$ cat src/rtl/tt04_poc_usbdev.sv
// USB full-speed device line engine: 4x-oversampled receiver (sync, NRZI,
// destuff, SYNC/EOP framing) plus a fixed ACK handshake transmitter.
module tt04_poc_usbdev #(
  parameter int OSR         = 4,
  parameter int SYNC_STAGES = 2
) (
  input  logic       clk,
  input  logic       rst,
  input  logic       ena,
  input  logic [7:0] ui_in,
  output logic [7:0] uo_out,
  input  logic [7:0] uio_in,
  output logic [7:0] uio_out,
  output logic [7:0] uio_oe
);

  localparam int            PW      = (OSR > 1) ? $clog2(OSR) : 1;
  localparam logic [PW-1:0] PH_LAST = PW'(OSR - 1);
  localparam logic [PW-1:0] PH_MID  = PW'(OSR / 2);
  // Line states are {D-, D+}.
  localparam logic [1:0]    LS_J    = 2'b01;
  localparam logic [1:0]    LS_K    = 2'b10;
  // SYNC (00000001) then ACK PID 0xD2, both in transmission order from bit 0.
  localparam logic [15:0]   TX_BITS = 16'hD280;

  typedef enum logic [2:0] {
    RX_IDLE,
    RX_SYNC,
    RX_DATA,
    RX_EOP,
    RX_WAIT_J
  } rx_state_t;

  logic unused_inputs;
  assign unused_inputs = &{1'b0, ui_in[7:3], uio_in[7:2]};

  // ---------------- input synchroniser ----------------
  logic [1:0] sync_q [SYNC_STAGES];

  // NOTE: the synchroniser chain is reset to J so the line does not look
  // like SE0 for the first few cycles after reset.
  always_ff @(posedge clk) begin
    if (rst) begin
      for (int i = 0; i < SYNC_STAGES; i++) sync_q[i] <= LS_J;
    end else begin
      sync_q[0] <= uio_in[1:0];
      for (int i = 1; i < SYNC_STAGES; i++) sync_q[i] <= sync_q[i-1];
    end
  end

  logic [1:0] line;
  logic       is_se0, is_j, is_k;
  assign line   = sync_q[SYNC_STAGES-1];
  assign is_j   = (line == LS_J);
  assign is_k   = (line == LS_K);
  assign is_se0 = !is_j && !is_k;

  // ---------------- DPLL ----------------
  logic [1:0]    line_d, prev_samp;
  logic [PW-1:0] phase_q, phase_n;
  logic          sample, nrzi_bit;

  always_comb begin
    if (line != line_d)        phase_n = '0;
    else if (phase_q == PH_LAST) phase_n = '0;
    else                       phase_n = phase_q + 1'b1;
  end

  assign sample   = (phase_n == PH_MID);
  assign nrzi_bit = (line == prev_samp);

  // NOTE: every clocked register uses non-blocking assignment so all state
  // updates see the values from before this edge.
  always_ff @(posedge clk) begin
    if (rst) begin
      line_d    <= LS_J;
      phase_q   <= '0;
      prev_samp <= LS_J;
    end else begin
      line_d  <= line;
      phase_q <= phase_n;
      if (sample) prev_samp <= line;
    end
  end

  // ---------------- receive FSM ----------------
  rx_state_t  state_q, state_n;
  logic [2:0] sync_cnt_q, sync_cnt_n;
  logic [2:0] bit_cnt_q, bit_cnt_n;
  logic [2:0] ones_q, ones_n;
  logic [7:0] shreg_q, shreg_n;
  logic [7:0] data_q, data_n;
  logic       byte_tgl_q, byte_tgl_n;
  logic       first_q, first_n;
  logic       eop2_q, eop2_n;
  logic       rx_active_q, rx_active_n;
  logic       pkt_done_q, pkt_done_n;
  logic       pid_err_q, pid_err_n;
  logic       frame_err_q, frame_err_n;
  logic       tx_busy_q;

  // NOTE: every next-state variable takes its current value first, so no
  // path through this block can leave one unassigned and infer a latch.
  always_comb begin
    state_n     = state_q;
    sync_cnt_n  = sync_cnt_q;
    bit_cnt_n   = bit_cnt_q;
    ones_n      = ones_q;
    shreg_n     = shreg_q;
    data_n      = data_q;
    byte_tgl_n  = byte_tgl_q;
    first_n     = first_q;
    eop2_n      = eop2_q;
    rx_active_n = rx_active_q;
    pkt_done_n  = pkt_done_q;
    pid_err_n   = pid_err_q;
    frame_err_n = frame_err_q;

    if (tx_busy_q) begin
      state_n = RX_IDLE;
    end else if (sample) begin
      unique case (state_q)
        RX_IDLE: begin
          if (is_k) begin
            state_n    = RX_SYNC;
            sync_cnt_n = 3'd1;
          end
        end
        RX_SYNC: begin
          if (is_se0) begin
            state_n = RX_WAIT_J;
          end else if (sync_cnt_q != 3'd7) begin
            if (!nrzi_bit) sync_cnt_n = sync_cnt_q + 3'd1;
            else           state_n    = RX_WAIT_J;
          end else if (nrzi_bit) begin
            state_n     = RX_DATA;
            bit_cnt_n   = '0;
            ones_n      = '0;
            first_n     = 1'b1;
            rx_active_n = 1'b1;
            pkt_done_n  = 1'b0;
            pid_err_n   = 1'b0;
            frame_err_n = 1'b0;
          end else begin
            state_n = RX_WAIT_J;
          end
        end
        RX_DATA: begin
          if (is_se0) begin
            state_n = RX_EOP;
            eop2_n  = 1'b0;
            if (bit_cnt_q != 3'd0) frame_err_n = 1'b1;
          end else if (ones_q == 3'd6) begin
            // Six ones in a row: this bit is a stuff bit and must be 0.
            if (nrzi_bit) begin
              frame_err_n = 1'b1;
              state_n     = RX_WAIT_J;
            end else begin
              ones_n = '0;
            end
          end else begin
            shreg_n   = {nrzi_bit, shreg_q[7:1]};
            ones_n    = nrzi_bit ? ones_q + 3'd1 : 3'd0;
            bit_cnt_n = bit_cnt_q + 3'd1;
            if (bit_cnt_q == 3'd7) begin
              data_n     = shreg_n;
              byte_tgl_n = !byte_tgl_q;
              first_n    = 1'b0;
              if (first_q && (shreg_n[7:4] != ~shreg_n[3:0])) pid_err_n = 1'b1;
            end
          end
        end
        RX_EOP: begin
          if (is_se0) begin
            eop2_n = 1'b1;
          end else if (eop2_q && is_j) begin
            pkt_done_n  = 1'b1;
            rx_active_n = 1'b0;
            state_n     = RX_IDLE;
          end else begin
            frame_err_n = 1'b1;
            state_n     = RX_WAIT_J;
          end
        end
        RX_WAIT_J: begin
          if (is_j) state_n = RX_IDLE;
        end
        default: state_n = RX_IDLE;
      endcase
    end

    if (state_n == RX_WAIT_J) rx_active_n = 1'b0;
  end

  always_ff @(posedge clk) begin
    if (rst) begin
      state_q     <= RX_IDLE;
      sync_cnt_q  <= '0;
      bit_cnt_q   <= '0;
      ones_q      <= '0;
      shreg_q     <= '0;
      data_q      <= '0;
      byte_tgl_q  <= 1'b0;
      first_q     <= 1'b0;
      eop2_q      <= 1'b0;
      rx_active_q <= 1'b0;
      pkt_done_q  <= 1'b0;
      pid_err_q   <= 1'b0;
      frame_err_q <= 1'b0;
    end else begin
      state_q     <= state_n;
      sync_cnt_q  <= sync_cnt_n;
      bit_cnt_q   <= bit_cnt_n;
      ones_q      <= ones_n;
      shreg_q     <= shreg_n;
      data_q      <= data_n;
      byte_tgl_q  <= byte_tgl_n;
      first_q     <= first_n;
      eop2_q      <= eop2_n;
      rx_active_q <= rx_active_n;
      pkt_done_q  <= pkt_done_n;
      pid_err_q   <= pid_err_n;
      frame_err_q <= frame_err_n;
    end
  end

  // ---------------- ACK transmitter ----------------
  logic          req_q, req_d, tx_start;
  logic [4:0]    tx_bit_q;
  logic [PW-1:0] tx_ph_q;
  logic          tx_lvl_q;   // 1 = J
  logic [3:0]    tx_nxt_idx;
  logic [1:0]    tx_line;

  assign tx_start   = req_q && !req_d && ena && (state_q == RX_IDLE) && !tx_busy_q;
  assign tx_nxt_idx = tx_bit_q[3:0] + 4'd1;

  always_ff @(posedge clk) begin
    if (rst) begin
      req_q     <= 1'b0;
      req_d     <= 1'b0;
      tx_busy_q <= 1'b0;
      tx_bit_q  <= '0;
      tx_ph_q   <= '0;
      tx_lvl_q  <= 1'b1;
    end else begin
      req_q <= ui_in[0];
      req_d <= req_q;
      if (tx_start) begin
        tx_busy_q <= 1'b1;
        tx_bit_q  <= '0;
        tx_ph_q   <= '0;
        tx_lvl_q  <= TX_BITS[0];   // encoder starts from J: a 0 toggles to K
      end else if (tx_busy_q) begin
        if (tx_ph_q == PH_LAST) begin
          tx_ph_q <= '0;
          if (tx_bit_q == 5'd18) begin
            tx_busy_q <= 1'b0;
          end else begin
            tx_bit_q <= tx_bit_q + 5'd1;
            if (tx_bit_q < 5'd15 && !TX_BITS[tx_nxt_idx]) tx_lvl_q <= !tx_lvl_q;
          end
        end else begin
          tx_ph_q <= tx_ph_q + 1'b1;
        end
      end
    end
  end

  always_comb begin
    tx_line = 2'b00;
    if (tx_busy_q) begin
      if (tx_bit_q < 5'd16)       tx_line = tx_lvl_q ? LS_J : LS_K;
      else if (tx_bit_q == 5'd18) tx_line = LS_J;
    end
  end

  // ---------------- pad outputs ----------------
  logic pu_q, oe_pu_q;

  always_ff @(posedge clk) begin
    if (rst) begin
      pu_q    <= 1'b0;
      oe_pu_q <= 1'b0;
      uo_out  <= '0;
    end else begin
      pu_q    <= ui_in[1];
      oe_pu_q <= 1'b1;
      uo_out  <= ui_in[2] ? {rx_active_q, pkt_done_q, pid_err_q, frame_err_q,
                             is_se0, is_j, tx_busy_q, byte_tgl_q}
                          : data_q;
    end
  end

  assign uio_out = {5'b0, pu_q, tx_line};
  assign uio_oe  = {5'b0, oe_pu_q, {2{tx_busy_q && ena}}};

endmodule

$ cat config.mk
export PLATFORM = sky130hd
export DESIGN_NAME = tt04_poc_usbdev
export DESIGN_NICKNAME = d
export VERILOG_FILES = /design/src/rtl/tt04_poc_usbdev.sv
export SDC_FILE = /design/constraint.sdc
export NUM_CORES = 1
export LEC_CHECK = 0
export ABC_AREA = 0
export BUFFER_PORTS_ARGS = -buffer_cell sky130_fd_sc_hd__buf_2
export CORE_MARGIN = 10
export CORE_UTILIZATION = 55
export CTS_BUF_LIST = sky130_fd_sc_hd__clkbuf_16
export DETAILED_ROUTE_END_ITERATION = 10
export PLACE_DENSITY = 0.85
export SETUP_SLACK_MARGIN = 0.15
export SYNTH_ARGS = -nofsm -noshare
export SYNTH_HDL_FRONTEND = slang
export SYNTH_SLANG_ARGS = --single-unit
export TNS_END_PERCENT = 1
$ cat constraint.sdc
create_clock -name clk -period 7.12 [get_ports clk]
set_input_delay 0.356 -clock clk [delete_from_list [all_inputs] [get_ports clk]]
set_output_delay 0.356 -clock clk [all_outputs]
set_load 0.01 [all_outputs]
Word level (Yosys, flattened, before mapping)
Memory sizes are Yosys's and may differ from the RTL's.
Cells that the tools add are included.
{"block": "totals", "memories": 2, "ram_bits": 4, "regBits": 62, "latch_bits": 0, "elab_cells": 203, "rom_bits": 16, "out_inout_bits": 24, "inputBits": 19}
{"memory": "(name not given)", "words": 16, "word_bits": 1, "rd": 1, "rd_clocked_by_memory_dff": 0, "wr": 0, "line": "261", "text": "if (tx_bit_q < 5'd15 && !TX_BITS[tx_nxt_idx]) tx_lvl_q <= !tx_lvl_q;"}
{"memory": "sync_q", "words": 2, "word_bits": 2, "rd": 2, "rd_clocked_by_memory_dff": 0, "wr": 2, "line": "38", "text": "logic [1:0] sync_q [SYNC_STAGES];"}
{"block": "classes", "mux": 82, "n_bitwise": 7, "eq_ne": 37, "n_reduce_logical": 40, "multipliers": 0, "div": 0, "shift": 0, "addsub": 7, "order_cmp": 3}
{"op": "2-to-1 mux 3 bit", "count": 25}
{"op": "2-to-1 mux 1 bit", "count": 38}
{"op": "inequality test 2 bit, second input constant", "count": 16}
{"op": "AND reduction 8 bit", "count": 3}
{"op": "one-hot mux 3 bit (2 select lines)", "count": 3}
{"op": "2-to-1 mux 2 bit", "count": 8}
{"op": "inequality test 3 bit, second input constant", "count": 5}
{"op": "one-hot mux 3 bit (5 select lines)", "count": 1}
{"op": "nonzero test 2 bit", "count": 7}
{"op": "== test 3 bit, second input constant", "count": 4}
{"op": "AND reduction 11 bit", "count": 1}
{"op": "one-hot mux 1 bit (2 select lines)", "count": 5}
{"op": "AND reduction 10 bit", "count": 1}
{"op": "AND reduction 5 bit", "count": 2}
{"op": "adder 3 x 1 -> 3 bit, second input constant", "count": 3}
{"op": "logical AND 1 bit", "count": 9}
{"op": "AND reduction 9 bit", "count": 1}
{"op": "== test 2 bit, second input constant", "count": 4}
{"op": "2-to-1 mux 8 bit", "count": 1}
{"op": "zero test 1 bit", "count": 7}
{"op": "AND reduction 7 bit", "count": 1}
{"op": "== test 3 x 2 -> 1 bit, second input constant", "count": 2}
{"op": "AND reduction 6 bit", "count": 1}
{"op": "nonzero test 3 bit", "count": 2}
{"op": "other kinds (20)", "count": 26}

Logic depth before layout (Yosys ltp)
{"block": "logic_depth", "ltp_word": 10, "depth_mapped": 8, "mapped_depth_nobuf": 7}

Least setup slack after synthesis
No wires, ideal clock.
{"block": "synth_path", "path_kind": "register -> register", "startpoint": "register phase_q[0]", "endpoint": "register byte_tgl_q", "arrival_time_ps": 2110, "path_slack_ps": 4885, "setup_ps": 125, "path_stages_with_launch": 9, "path_buffers": 2, "required_time_ps": 6995, "synth_period_minus_slack_ps": 2235, "path_cell_list": "dfxtp_1 -> ha_1 -> o21ai_0 -> or4_1 -> buf_2 -> or4b_1 -> buf_6 -> xor2_1 -> nor2_2"}
{"block": "synth_between", "elab_chain_len": 5, "word_cells_on_any_way": 6, "cone_classes": "1 x add/sub; 2 x eq/ne; 2 x mux; 1 x reduce/logical"}
{"item": "start, declared", "line": "60", "text": "logic [PW-1:0] phase_q, phase_n;"}
{"item": "start signal, assigned", "line": "81", "text": "phase_q <= phase_n;"}
{"item": "adder 2 x 1 -> 2 bit / == test 2 bit (equally long branches)", "line": "66, 65"}
{"item": "2-to-1 mux 2 bit (*)", "line": "65", "text": "else if (phase_q == PH_LAST) phase_n = '0;"}
{"item": "2-to-1 mux 2 bit (*)", "line": "64", "text": "if (line != line_d) phase_n = '0;"}
{"item": "== test 2 bit (*)", "line": "69", "text": "assign sample = (phase_n == PH_MID);"}
{"item": "AND reduction 6 bit (no line) (*)"}
{"item": "end signal, assigned", "line": "217", "text": "byte_tgl_q <= byte_tgl_n;"}
{"item": "end, declared", "line": "93", "text": "logic byte_tgl_q, byte_tgl_n;"}
Mark *: on every way between the ends. The rest lies on a longest branch, timed or not.
A chain may end at the register's enable or synchronous reset.

Worst setup path in the final report
{"block": "layout_path", "startpoint": "register phase_q[0]", "endpoint": "register data_q[3]"}
{"block": "layout_between", "elab_chain_len": 5, "word_cells_on_any_way": 6, "cone_classes": "1 x add/sub; 2 x eq/ne; 2 x mux; 1 x reduce/logical"}
{"item": "adder 2 x 1 -> 2 bit / == test 2 bit (equally long branches)", "line": "66, 65"}
{"item": "2-to-1 mux 2 bit (*)", "line": "65"}
{"item": "2-to-1 mux 2 bit (*)", "line": "64"}
{"item": "== test 2 bit (*)", "line": "69"}
{"item": "AND reduction 6 bit (no line) (*)"}
{"item": "end signal, assigned", "line": "216", "text": "data_q <= data_n;"}
{"item": "end, declared", "line": "92", "text": "logic [7:0] data_q, data_n;"}
Marks and branches as above.

==> qor.csv <==
metric;value;unit
stdcell_count;440;
cts_resized;0;
initial_core_util;0.567;
finalNetCount;396;
worst-setup-path-type;flip-flop to flip-flop;
slowest_delay;0.85;ns
reg2reg_setup_slack;4.40;ns
ios;43;
syn_area;0.00312;mm2
outcome;finished clean;
viasPerCell;5.39;
core_area;0.00551;mm2
path_cells;ha_1, o21ai_0, or4_1, or4b_1, mux2i_1, nor2_1;
die_y;95.4;um
drc;0;
yosysWarningCount;0;
powerDensity;248;mW/mm2
antenna_cells;0;
total_power;0.866;mW
grt_pass1_wl;10.1;mm
h-tree-depth;3;
tritoncts;built;
hp-start;uio_in[0];
peakVddDrop;0.000179;V
cap_violations;0;
detail-route-antenna-nets;0;
clkTransAtPathRegs;0.06;ns
synth_ff_type;dfxtp_1;
tightest_slew;0.969;ns
start_kind;flip-flop;
first_pass_iters;5;
required;7.31;ns
antenna_found_initial;0;
grt_max_degree;51;
final_max_slew_viol_count;0;
slowest_stage;or4b_1;
cts.path.max_buffers;2;
p_leak;1.54;nW
drtIter0Drc;233;
dpl.cell_count;424;
die-width;95.4;um
max_freq;0.367;GHz
critPathLaunch;phase_q[0];
synth.area.top_cells;dfxtp_1 42%, mux2i_1 9.3%, ha_1 5.6%;
async_flop_share;0;
ctsRootBufferMaster;clkbuf_16;
dp_hpwl;4.30;mm
synth-seq-area-share;0.417;
syn2layout_area_growth;11.9;%
rsz0062_at_grt;false;
wire_per_inst;13.9;um
skew;0.00562;ns
routed_wl;6.13;mm
insertion_delay;0.33;ns
period_minus_slack;2.72;ns
hold_viol;0;
slew_headroom;0.349;
synth-edff-count;0;
finalSetupTns;0;ns
cp.arrival;2.91;ns
crit_fanout;9;
synth_seq_cells;65;
grt_pass1_vias;2241;
drive_above_1_share;0.130;
vias;2372;
synth_top_area_frac;0.417;
hp-class;primary input to flip-flop;
avgSynthCellArea;8.95;um2
cts_num_sinks;65;
rows;27;
timing.final.crit_share;0.383;
port_buffers;21;
synthDistinctLibCells;54;
gp_congestion;0.928;
r2r_start;phase_q[0];
cts_made_buffers;9;
cts_setup_buffers;0;
grtUsageTotal;0.141;
die-area;0.00909;mm2
endpoint_kind;flip-flop;
setup_viol;0;
grt_overflow;0;
syn_inst;349;
cts_hold_buf;0;
synth_top_cell_by_area;dfxtp_1;
-- path summary, 6_finish.rpt --
| check | to | depth (start not counted) |
|---|---|---|
| max | data_q[3] | 6 |
| min | sync_q[0][0] | 2 |
| max reg2reg | data_q[3] | 6 |
| min reg2reg | sync_q[0][2] | 1 |
-- cells in the final DEF, fill, tap and decap left out, types with 3 or more instances in the layout --
master     netlist  final
inv_1           18     18
nor3b_1          5      5
nor2b_1         10     10
or3_1            3      3
and3_1           4      4
conb_1           1     10
clkinv_4         0      3
and2_1           3      3
xor2_1           7      7
or2_2            6      6
dfxtp_1         65     65
ha_1            14     14
nor3_1          11     11
o21ai_0          5      5
nor2_1          45     45
buf_2            3     21
nor4_1           3      3
clkbuf_16        0      9
nand3_1          5      5
a21oi_1         15     15
mux2i_1         29     29
xnor2_1          8      8
a31oi_1          4      4
nand2_1         26     26
-- metrics by stage --
step | setup slack [ns] | hold slack (ns) | instance area, um2 | utilization
after floorplan | 4.88 | 0.389 | 3160 | -
final | 4.40 | 0.211 | 3500 | 0.635
after global routing | 4.26 | 0.220 | 3500 | 0.635
after detailed placement | 4.45 | 0.403 | 3190 | 0.579
after global placement | 4.56 | 0.393 | 3190 | 0.579
after CTS | 4.41 | 0.204 | 3500 | 0.635
-- registers in the layout, summed over array words and instances (netlist names), 2 cells and up --
name	cells
bit_cnt_q	3
data_q	8
line_d	2
ones_q	3
phase_q	2
prev_samp	2
shreg_q	7
state_q	3
sync_cnt_q	3
sync_q	4
tx_bit_q	5
tx_ph_q	2
uo_out	8
-- routing by layer --
layer,wire length (um),part of all wire,up-vias,GRT usage
met5,0,0,-,0
met4,78,0.013,0,0.0611
li1,-,-,1210,-
met3,536,0.087,6,0.0605
met1,2630,0.43,1072,0.159
met2,2890,0.47,84,0.229
-- area by class of cell --
type	count	area, um2
fill	447	2010
multi-input combinational	248	1630
sequential	65	1300
clock buffer	9	225
timing repair buffer	21	105
tap	72	90.1
clock inverter	7	80.1
inverter	18	67.6
-- cells in the mapped netlist (all sizes together) (3+ instances only) --
cell	n
nor2b	10
or3	3
or2	6
xnor2	8
nor3	11
dfxtp	65
nor4	3
a21oi	15
buf	19
nand2	26
mux2i	29
clkbuf	8
and2	4
a31oi	4
nor3b	5
xor2	7
nor2	46
o21ai	5
and3	4
inv	18
ha	14
nand3	5
-- where the power goes --
part | switching (mW) | internal (mW) | leakage [nW]
sequential | 0.00668 | 0.370 | 0.527
clock | 0.166 | 0.273 | 0.142
combinational | 0.0323 | 0.0171 | 0.874
total | 0.205 | 0.661 | 1.54
-- kinds of logic (layout without fill, tap and decap cells) --
group                      Yosys count  count (layout)  synth area share
and+or+nand+nor                    132             132             0.208
DFF                                 65              65             0.417
AOI/OAI and AO/OA                   47              47             0.106
buffers and inverters               45              55            0.0733
muxes                               30              30            0.0966
xor gates and xnor gates            15              15            0.0421
adders and majority gates           14              14            0.0561
other                                1              10           0.00120
-- worst max-delay path, delay by kind of cell (launching register included) --
family | cells | cell delay (ns)
simple gates | 3 | 1.53
flops | 1 | 0.32
mux | 1 | 0.28
fa+ha+maj | 1 | 0.28
compound gates | 1 | 0.17
Note: power is estimated with default switching activity, not from simulation.
